`src/rtl/virtual_button_conditioner_pkg.sv`:
```
// Shared constants, event payload and priority-encode helper for the virtual button path.
package virtual_button_conditioner_pkg;

  localparam int unsigned VIO_NUM_BUTTONS = 24;
  localparam int unsigned VIO_IDX_W       = 5;
  localparam int unsigned VIO_NUM_LEDS    = 8;

  // One cycle's press summary before it is registered
  typedef struct packed {
    logic                 valid;
    logic [VIO_IDX_W-1:0] index;
  } press_evt_t;

  // Index of the lowest set bit; 0 when nothing is set
  function automatic logic [VIO_IDX_W-1:0] lowest_set(input logic [31:0] v);
    logic [VIO_IDX_W-1:0] r;
    r = '0;
    for (int i = 31; i >= 0; i--) begin
      if (v[i]) r = VIO_IDX_W'(i);
    end
    return r;
  endfunction

endpackage

```
`src/rtl/virtual_button_channel.sv`:
```
// One button: retriggerable hold stretcher plus toggle flop.
module virtual_button_channel
  import virtual_button_conditioner_pkg::*;
#(
  parameter int unsigned HOLD_TICKS = 200,
  parameter int unsigned HOLD_W     = 8
) (
  input  logic CLK,
  input  logic RST,
  input  logic strobe,
  input  logic tick,
  output logic held,
  output logic toggle
);

  logic [HOLD_W-1:0] r_hold_cnt;
  logic [HOLD_W-1:0] hold_nxt;

  // Reload on strobe (wins over tick), otherwise count down once per tick
  always_comb begin
    hold_nxt = r_hold_cnt;
    if (strobe) begin
      hold_nxt = HOLD_W'(HOLD_TICKS);
    end else if (tick && (r_hold_cnt != '0)) begin
      hold_nxt = r_hold_cnt - HOLD_W'(1);
    end
  end

  // Hold counter, registered held level and toggle state
  always_ff @(posedge CLK) begin
    if (RST) begin
      r_hold_cnt <= '0;
      held       <= 1'b0;
      toggle     <= 1'b0;
    end else begin
      r_hold_cnt <= hold_nxt;
      held       <= (hold_nxt != '0);
      toggle     <= toggle ^ strobe;
    end
  end

endmodule

```
`src/rtl/virtual_button_conditioner.sv`:
```
// Conditions UART virtual button strobes into held levels, toggles and a press event stream.
module virtual_button_conditioner
  import virtual_button_conditioner_pkg::*;
#(
  parameter int unsigned NUM_BUTTONS = VIO_NUM_BUTTONS,
  parameter int unsigned TICK_CLKS   = 100000,
  parameter int unsigned HOLD_TICKS  = 200,
  parameter int unsigned HOLD_W      = 8,
  parameter int unsigned COUNT_W     = 16
) (
  input  logic                    CLK,
  input  logic                    RST,
  input  logic [NUM_BUTTONS-1:0]  buttons,
  output logic [NUM_BUTTONS-1:0]  buttons_held,
  output logic [NUM_BUTTONS-1:0]  buttons_toggle,
  output logic                    press_event,
  output logic [VIO_IDX_W-1:0]    press_index,
  output logic [COUNT_W-1:0]      press_count,
  output logic [VIO_NUM_LEDS-1:0] led_status
);

  localparam int unsigned TICK_W = (TICK_CLKS > 1) ? $clog2(TICK_CLKS) : 1;

  logic [TICK_W-1:0] r_tick_cnt;
  logic              tick_c;
  press_evt_t        evt_c;

  assign tick_c = (r_tick_cnt == TICK_W'(TICK_CLKS - 1));

  // Free-running hold-tick prescaler
  always_ff @(posedge CLK) begin
    if (RST) begin
      r_tick_cnt <= '0;
    end else if (tick_c) begin
      r_tick_cnt <= '0;
    end else begin
      r_tick_cnt <= r_tick_cnt + TICK_W'(1);
    end
  end

  // Per-button hold and toggle channels
  for (genvar i = 0; i < NUM_BUTTONS; i++) begin : g_chan
    virtual_button_channel #(
      .HOLD_TICKS (HOLD_TICKS),
      .HOLD_W     (HOLD_W)
    ) u_chan (
      .CLK    (CLK),
      .RST    (RST),
      .strobe (buttons[i]),
      .tick   (tick_c),
      .held   (buttons_held[i]),
      .toggle (buttons_toggle[i])
    );
  end

  // Summarise this cycle's strobes: any-set flag and lowest index
  always_comb begin
    evt_c       = '0;
    evt_c.valid = |buttons;
    evt_c.index = lowest_set(32'(buttons));
  end

  // Registered press event, sticky index and saturating press counter
  always_ff @(posedge CLK) begin
    if (RST) begin
      press_event <= 1'b0;
      press_index <= '0;
      press_count <= '0;
    end else begin
      press_event <= evt_c.valid;
      if (evt_c.valid) begin
        press_index <= evt_c.index;
        if (press_count != '1) press_count <= press_count + COUNT_W'(1);
      end
    end
  end

  assign led_status = VIO_NUM_LEDS'(buttons_toggle);

endmodule
```
`config.mk`:
```
export PLATFORM = sky130hd
export DESIGN_NAME = virtual_button_conditioner
export DESIGN_NICKNAME = d
export VERILOG_FILES = /design/src/rtl/virtual_button_conditioner_pkg.sv /design/src/rtl/virtual_button_channel.sv /design/src/rtl/virtual_button_conditioner.sv
export SDC_FILE = /design/constraint.sdc
export NUM_CORES = 1
export LEC_CHECK = 0
export CORE_UTILIZATION = 56
export DETAILED_ROUTE_END_ITERATION = 8
export GPL_TIMING_DRIVEN = 0
export PLACE_DENSITY = 0.79
export SLEW_MARGIN = 10
export SYNTH_ARGS = -nofsm -noshare
export SYNTH_HDL_FRONTEND = slang
export SYNTH_HIERARCHICAL = 1
export SYNTH_SLANG_ARGS = --single-unit
export TNS_END_PERCENT = 50
```
`constraint.sdc`:
```
create_clock -name CLK -period 8.9 [get_ports CLK]
set_input_delay 1.78 -clock CLK [delete_from_list [all_inputs] [get_ports CLK]]
set_output_delay 1.78 -clock CLK [all_outputs]
set_load 0.01 [all_outputs]
```
# Word-level counts from Yosys, hierarchy flattened

Index checks and enable logic that the tools add are counted.

Output and inout bits: 78
Flip-flop bits (word level): 279

Bitwise gates (word level): 24
Add/subtract/negate cells: 26
Eq/ne operators: 2
Reduce and logical (&&, ||, !) cells: 75
Mux-type cells: 72

Operators by type and width:

| cell                  | count |
|---|---|
| $mux 8                | 48 |
| $reduce_bool 8->1     | 48 |
| $sub 8x1->8 const B   | 24 |
| $mux 5                | 24 |
| $logic_and 1x1->1     | 24 |
| $reduce_or 24->1      | 1 |
| $xor 1x1->1           | 24 |
| $add 17x1->17 const B | 1 |
| $eq 17x17->1 const B  | 1 |
| $add 16x1->16 const B | 1 |
| $ne 16x16->1 const B  | 1 |
| $reduce_and 2->1      | 1 |
| $reduce_or 2->1       | 1 |

# Depth between registers and ports, before layout

Gate-level depths: netlist of run 1.

Word-level depth: 24
Mapped depth: 9
Mapped depth without buffers: 9

# By module

Netlist of run 1, hierarchy kept.

Modules (own cells, without submodules):

| module                     | area each (µm²) | instances | cells an instance | seq. area each (µm²) |
|---|---|---|---|---|
| virtual_button_channel     | 519.2           | 24        | 56                | 200.2 |
| virtual_button_conditioner | 2150.8          | 1         | 259               | 780.7 |

# Worst setup path after synthesis of run 1

OpenSTA, ideal clock, no wires.

Path type: register to register
Start point: register r_tick_cnt[0]
End point: register g_chan[0].u_chan.held
Slack: 2.539 ns
Period minus slack after synthesis: 6.361 ns
Path buffers: 0
Stages on the path, launching flop included: 10
Library setup time: 0.142 ns
Data arrival time: 6.219 ns
Path through: dfxtp_1 -> ha_1 -> and2_1 -> nand4_1 -> nor2_1 -> or3b_4 -> nor3b_2 -> mux2_2 -> nor2_1 -> a41oi_2

Longest elaborated chain between the ends: 5

Ends and longest elaborated chain:

| element                | RTL line                         | RTL |
|---|---|---|
| from (decl)            | virtual_button_conditioner.sv:24 | `logic [TICK_W-1:0] r_tick_cnt;` |
| from (signal assigned) | virtual_button_conditioner.sv:37 | `r_tick_cnt <= r_tick_cnt + TICK_W'(1);` |
| $eq 17x17->1           | virtual_button_conditioner.sv:28 | `assign tick_c = (r_tick_cnt == TICK_W'(TICK_CLKS - 1));` |
| named net tick_c       | virtual_button_conditioner.sv:25 | `logic tick_c;` |
| $logic_and 1x1->1      | virtual_button_channel.sv:24     | `end else if (tick && (r_hold_cnt != '0)) begin` |
| $mux 8                 | virtual_button_channel.sv:24     |  |
| $mux 8                 | virtual_button_channel.sv:22     | `if (strobe) begin` |
| $reduce_bool 8->1      | virtual_button_channel.sv:37     | `held <= (hold_nxt != '0);` |
| to (signal assigned)   | virtual_button_channel.sv:37     |  |
| to (decl)              | virtual_button_channel.sv:12     | `output logic held,` |

The timed path passes the listed nets, and every way through them passes these cells.
A chain may end at the register's enable or synchronous reset.

# Worst setup path after layout of run 1

Start point: input port buttons[16]
End point: register press_count[11]

Longest elaborated chain between the ends: 2

Ends and longest elaborated chain:

| element                    | RTL line                         | RTL |
|---|---|---|
| from (decl)                | virtual_button_conditioner.sv:13 | `input logic [NUM_BUTTONS-1:0] buttons,` |
| $reduce_or 24->1           | virtual_button_conditioner.sv:59 | `evt_c.valid = \|buttons;` |
| $reduce_and 2->1 (no line) | -                                |  |
| to (signal assigned)       | virtual_button_conditioner.sv:73 | `if (press_count != '1) press_count <= press_count + COUNT_W'(1);` |
| to (decl)                  | virtual_button_conditioner.sv:18 | `output logic [COUNT_W-1:0] press_count,` |

No other way between the ends.

==> results.py, run 1 <==
metrics = {
    "die": {
        "ios": 104,
        "die_area_um2": 26700,
        "coreArea_um2": 25400,
        "die_h_um": 164,
        "start_util_pct": 57.5,
        "fp.dieW_um": 164,
        "row_count": 58,
    },
    "logic_synthesis": {
        "syn-num-nets": 1679,
        "synth.avg_cell_area_um2": 9.12,
        "syn_inst": 1603,
        "synth_warnings": 6,
        "syn_area_um2": 14600,
        "synth-edff-count": 0,
        "postSynth.asyncResetShare_pct": 0,
        "synth_ff_type": "dfxtp_1",
        "synth-seq-cells": 279,
        "yosysSeqAreaShare_pct": 38.2,
        "synth_cell_types": 58,
    },
    "layout": {
        "syn_to_final_growth_pct": 18.3,
        "design_area_um2": 17300,
        "layout.nets": 1818,
        "final_common_cell": "nor2_1",
        "most-common-layout-cells": "321 x nor2_1, 279 x dfxtp_1, 131 x nand2_1",
        "antennaDiodeCount": 0,
        "drive_gt1_share_pct": 13.4,
    },
    "drt": {
        "routedWlPerCell_um": 15.1,
        "detail_route.vias_per_cell": 5.85,
        "num_vias": 12300,
        "ant_nets": 0,
        "firstDrtPassIters": 5,
        "initialDrtViolationCount": 876,
        "routed_wl_mm": 31.5,
        "drc": 0,
    },
    "clock_tree": {
        "cts_sinks": 279,
        "cts_max_path_buffers": 3,
        "clock-root-buffer": "clkbuf_16",
        "cts_tree": "yes",
        "hold_buffers": 0,
        "postCtsSetupBuffers": 0,
        "insertion_delay_ns": 0.55,
        "ctsResizeCount": 0,
        "clk_pin_slew_ns": 0.06,
        "cts_buffers": 30,
        "ctsHtreeMaxLevel": 1,
    },
    "power": {
        "pwr-share-clk_pct": 46.5,
        "vdd_drop_max_mv": 0.138,
        "p_sw_w": 0.000692,
        "finalPower_w": 0.00301,
        "swShare_pct": 23.0,
        "p_per_area_nw_per_um2": 174,
        "p_seq_share_pct": 44.6,
        "p_leak_nw": 5.71,
        "intPower_w": 0.00232,
        "comb_power_share_pct": 8.9,
    },
    "global_route": {
        "gr-usage-all-layers_pct": 23.6,
        "grt_pass1_wl_mm": 53.3,
        "antenna_found_initial": 0,
        "grt_max_degree": 98,
        "first_global_vias": 11700,
        "grt_overflow": 0,
    },
    "timing": {
        "post-route-period-util_pct": 44.4,
        "fmax_mhz": 253,
        "drv_slew": 0,
        "finalHoldViolCount": 0,
        "finClkSkew_ns": 0.0105,
        "setup-violations-final": 0,
        "relSlewSlack_pct": 36.0,
        "period_needed_ns": 3.95,
        "tightest_slew_ns": 0.952,
        "rsz0062_at_grt": "no",
    },
    "worst_setup_path": {
        "cp-start-kind": "input pin",
        "crit_fanout": 10,
        "crit_type": "input pin to flop",
        "cp.required_ns": 9.31,
        "arrival_ns": 4.37,
        "cp-end-kind": "flop",
    },
    "placed_design": {
        "numPortBuffers": 103,
        "dp_hpwl_mm": 21.7,
        "finalWeightedCongestion": 0.858,
        "dpl_cell_area_um2": 16200,
    },
    "status": {
        "status": "completed",
    },
    "flow_run": {
        "max-cap-violations": 0,
    },
    "worst_hold_path": {
        "min_path_type": "flop to flop",
    },
}
[stage by stage]
step | worst slack, ns | std cells | utilization [%] | hold WS (ns) | TNS (ns)
2_1_floorplan | 2.54 | 1603 | - | 0.413 | 0
3_3_place_gp | -0.243 | 2036 | 63.2 | 0.422 | -5.98
3_5_place_dp | 4.37 | 2040 | 63.6 | 0.446 | 0
4_1_cts | 4.95 | 2095 | 68.0 | 0.455 | 0
5_1_grt | 4.75 | 2095 | 68.0 | 0.489 | 0
6_report | 4.95 | 2095 | 68.0 | 0.452 | 0
[layer usage]
metal / part of all wire, % / up-vias / global-route usage, % / routed length, um
li1: - / 6081 / - / -
met1: 46 / 5837 / 30.6 / 14500
met2: 47 / 281 / 40.3 / 14800
met3: 4.2 / 64 / 2.87 / 1310
met4: 2.9 / 0 / 8.16 / 930
met5: 0 / - / 0 / 0
[registers in the layout, summed over array words and instances (netlist names)]
| register | flops |
|---|---|
| g_chan.u_chan/r_hold_cnt | 192 |
| g_chan.u_chan/held | 24 |
| g_chan.u_chan/toggle | 24 |
| r_tick_cnt | 17 |
| press_count | 16 |
| press_index | 5 |
| press_event | 1 |
[path summary, 6_finish.rpt]
check	from	endpoint	slack, ns	depth (start not counted)
hold reg to reg	r_tick_cnt[0]$_SDFF_PP0_	r_tick_cnt[0]$_SDFF_PP0_	0.45	1
setup reg to reg	r_tick_cnt[0]$_SDFF_PP0_	g_chan[16].u_chan/held$_SDFF_PP0_	5.36	11
setup / recovery	buttons[16]	press_count[11]$_SDFFE_PP0P_	4.95	7
hold / removal	r_tick_cnt[0]$_SDFF_PP0_	r_tick_cnt[0]$_SDFF_PP0_	0.45	1
[power by group through the flow]
stage	logic, W	registers, W	clock network [W]
final	0.000268	0.00134	0.00140
after CTS	0.000269	0.00134	0.00143
after detailed placement	0.000266	0.00137	0
after global placement	0.000270	0.00137	0
after floorplan	0.000141	0.00137	0
after global routing	0.000294	0.00135	0.00148
[worst max-delay path, stage by stage]
cell and delay, ns:
clkdlybuf4s50_1 0.66, nor4_1 0.92, nand4_2 0.35, o22ai_4 0.30, buf_6 0.17, or3_1 0.13
a21oi_2 0.05
[cell families after synthesis]
| kind of cell | after synthesis | share of synthesized area (%) |
|---|---|---|
| muxes | 72 | 5.14 |
| AOI/OAI and AO/OA | 272 | 15.9 |
| and+or+nand+nor | 741 | 27.4 |
| xor gates and xnor gates | 111 | 6.65 |
| adders and majority gates | 50 | 4.28 |
| buffers and inverters | 78 | 2.42 |
| DFF | 279 | 38.2 |
[synth_stat cells, types with 9 or more instances]
library cell    n  area [um^2]
or3b_4         24          270
o211a_1        24          240
nor3_4         24          390
or3_1           9         56.3
a211oi_1       48          360
xnor2_1       106          928
nor2_1        322         1210
nand2_1       131          492
o2bb2ai_1      24          210
a2111oi_0      25          219
ha_1           50          626
mux2i_1        48          480
nor3b_1        25          188
nand3_1        33          165
nor4_1         53          332
buf_4           9         67.6
or2_2          26          163
nor3_1         33          165
inv_1          59          221
o21a_1         25          188
a21oi_1        38          190
a41oi_2        24          390
mux2_2         24          270
dfxtp_1       279         5590
nor3b_2        24          300
a311oi_1       24          210
[area by class of cell]
type	instances	area (um^2)
multi-input cells	1246	8680
fillers	2025	8120
flip-flops and latches	279	5590
repair buffers	107	1120
clock buffers	38	842
well taps	330	413
clock inverters	17	288
inverters	59	221
plain buffers	19	133
No activity file was read; power rests on OpenSTA's default activity.
==> run 2, diff against run 1 <==
==> constraint.sdc (replaced) <==
create_clock -name CLK -period 4 [get_ports CLK]
set_input_delay 0.8 -clock CLK [delete_from_list [all_inputs] [get_ports CLK]]
set_output_delay 0.8 -clock CLK [all_outputs]
set_load 0.01 [all_outputs]
==> results.py, run 2 (synthesis results as in run 1) <==
metrics = {
    "layout": {
        "fin_util_pct": 67.8,
        "largest_reg_flops": 192,
        "final_common_cell": "nor2_1",
        "largest_registers": "g_chan.u_chan/r_hold_cnt x192, g_chan.u_chan/held x24, g_chan.u_chan/toggle x24",
        "regMostFlops": "g_chan.u_chan/r_hold_cnt",
        "most-common-layout-cells": "321 x nor2_1, 279 x dfxtp_1, 131 x nand2_1",
        "syn_to_final_growth_pct": 17.9,
        "drive_gt1_share_pct": 13.4,
        "antennaDiodeCount": 0,
        "layout.nets": 1818,
    },
    "drt": {
        "num_vias": 12100,
        "ant_nets": 0,
        "routed_wl_mm": 30.8,
        "initialDrtViolationCount": 845,
        "detail_route.vias_per_cell": 5.78,
        "routedWlPerCell_um": 14.7,
        "firstDrtPassIters": 5,
        "drc": 0,
    },
    "worst_setup_path": {
        "crit_path_frequent_cell": "buf_12",
        "cp.depth": 11,
        "reg2reg_to": "g_chan[2].u_chan/held$_SDFF_PP0_",
        "cp_num_buf_inv": 2,
        "cp.required_ns": 4.40,
        "arrival_ns": 3.95,
        "worst_path_max_delay_cell": "nor2_4",
        "crit_type": "flop to flop",
        "slowest_delay_ns": 0.60,
        "critical_path.top_delay_family": "simple AND/OR/NAND/NOR gates",
        "worst_r2r_path_depth": 11,
        "r2r-start": "r_tick_cnt[0]$_SDFF_PP0_",
        "cp-start-kind": "flop",
        "cp-end-kind": "flop",
        "cp-startpoint": "r_tick_cnt[0]$_SDFF_PP0_",
        "r2r_slack_ns": 0.45,
        "crit_fanout": 40,
        "path_cells": "ha_1 -> and2_1 -> nand4_1 -> nor2_4 -> buf_12 -> buf_12 -> or3b_4 -> nor3b_2 -> mux2_2 -> nor2_1 -> a41oi_2",
    },
    "worst_hold_path": {
        "holdPathEnd": "r_tick_cnt[0]$_SDFF_PP0_",
        "hold_path_depth": 1,
        "min_path_type": "flop to flop",
        "hp-start": "r_tick_cnt[0]$_SDFF_PP0_",
    },
    "die": {
        "row_count": 58,
        "coreArea_um2": 25400,
        "fp.dieW_um": 164,
        "die_area_um2": 26700,
        "ios": 104,
        "die_h_um": 164,
        "start_util_pct": 57.5,
    },
    "timing": {
        "period_needed_ns": 3.55,
        "setup-violations-final": 0,
        "post-route-period-util_pct": 88.8,
        "rsz0062_at_grt": "no",
        "finClkSkew_ns": 0.0137,
        "holdWs_ns": 0.447,
        "fin_setup_tns_ns": 0,
        "setup_ws_ns": 0.446,
        "tightest_slew_ns": 0.844,
        "relSlewSlack_pct": 43.2,
        "drv_slew": 0,
        "fmax_mhz": 281,
        "finalHoldViolCount": 0,
    },
    "placed_design": {
        "dp_slack_ns": 0.458,
        "dp_hpwl_mm": 21.9,
        "numPortBuffers": 103,
        "finalWeightedCongestion": 0.852,
    },
    "power": {
        "finalPower_w": 0.00650,
        "p_leak_nw": 5.69,
        "vdd_drop_max_mv": 0.368,
        "p_per_area_nw_per_um2": 377,
    },
    "global_route": {
        "grt_pass1_wl_mm": 53.1,
        "grt_max_degree": 100,
        "antenna_found_initial": 0,
        "grt_overflow": 0,
        "gr-usage-all-layers_pct": 23.3,
        "first_global_vias": 11500,
    },
    "clock_tree": {
        "cts_sinks": 279,
        "clk_pin_slew_ns": 0.06,
        "ctsHtreeMaxLevel": 1,
        "ctsResizeCount": 0,
        "postCtsSetupBuffers": 0,
        "hold_buffers": 0,
        "insertion_delay_ns": 0.55,
        "cts_max_path_buffers": 3,
        "clock-root-buffer": "clkbuf_16",
        "cts_tree": "yes",
        "cts_buffers": 30,
    },
    "status": {
        "status": "completed",
    },
    "flow_run": {
        "max-cap-violations": 0,
    },
}
[run 2: changes by cell type in the layout (fill, tap and decap cells not counted)]
cell,delta
clkbuf_1,+1
clkinv_2,-2
clkinvlp_4,-1
bufinv_16,-5
clkbuf_8,+8
[run 2: worst max path at each step]
stage	end	slack [ns]
floorplan	g_chan[0].u_chan/held$_SDFF_PP0_	0.26
global placement	r_tick_cnt[6]$_SDFF_PP0_	-3.16
detailed placement	g_chan[6].u_chan/held$_SDFF_PP0_	0.46
CTS	g_chan[6].u_chan/held$_SDFF_PP0_	0.44
global route	g_chan[3].u_chan/held$_SDFF_PP0_	0.23
finish	g_chan[2].u_chan/held$_SDFF_PP0_	0.45
[run 2: report_power, final]
part / switching (W) / internal [W] / total, W / leakage (nW)
combinational: 0.000316 / 0.000278 / 0.000594 / 2.86
sequential: 0.000100 / 0.00288 / 0.00298 / 2.29
clock: 0.00111 / 0.00182 / 0.00293 / 0.539
[run 2: per-layer routing]
layer	vias to the layer above	track usage [%]	share of wire, %
met5	-	0	0
met4	0	7.24	2.4
met3	54	2.87	4.2
met2	232	39.9	47
met1	5728	30.5	47
li1	6100	-	-
[run 2: cell type report]
type                            count  area (um^2)
Clock inverter                      9          120
Fill cell                        2012         8170
Tap cell                          330          413
Sequential cell                   279         5590
Inverter                           59          221
Clock buffer                       47          956
Multi-Input combinational cell   1246         8680
Timing Repair Buffer              107         1120
Buffer                             19          133
[run 2: per-stage QoR]
| stage | area (um^2) | std cells |
|---|---|---|
| final | 17200 | 2096 |
| after global routing | 17200 | 2096 |
| after CTS | 17200 | 2096 |
| after detailed placement | 16200 | 2040 |
| after global placement | 16100 | 2036 |
| after floorplan | 14600 | 1603 |
==> run 3, diff against run 2 <==
--- a/config.mk
+++ b/config.mk
@@ -5,6 +5,7 @@
 export SDC_FILE = /design/constraint.sdc
 export NUM_CORES = 1
 export LEC_CHECK = 0
+export ABC_AREA = 0
 export CORE_UTILIZATION = 56
 export DETAILED_ROUTE_END_ITERATION = 8
 export GPL_TIMING_DRIVEN = 0
==> results of run 3 <==
The final DEF is identical to that of run 2; final timing and power are the same.
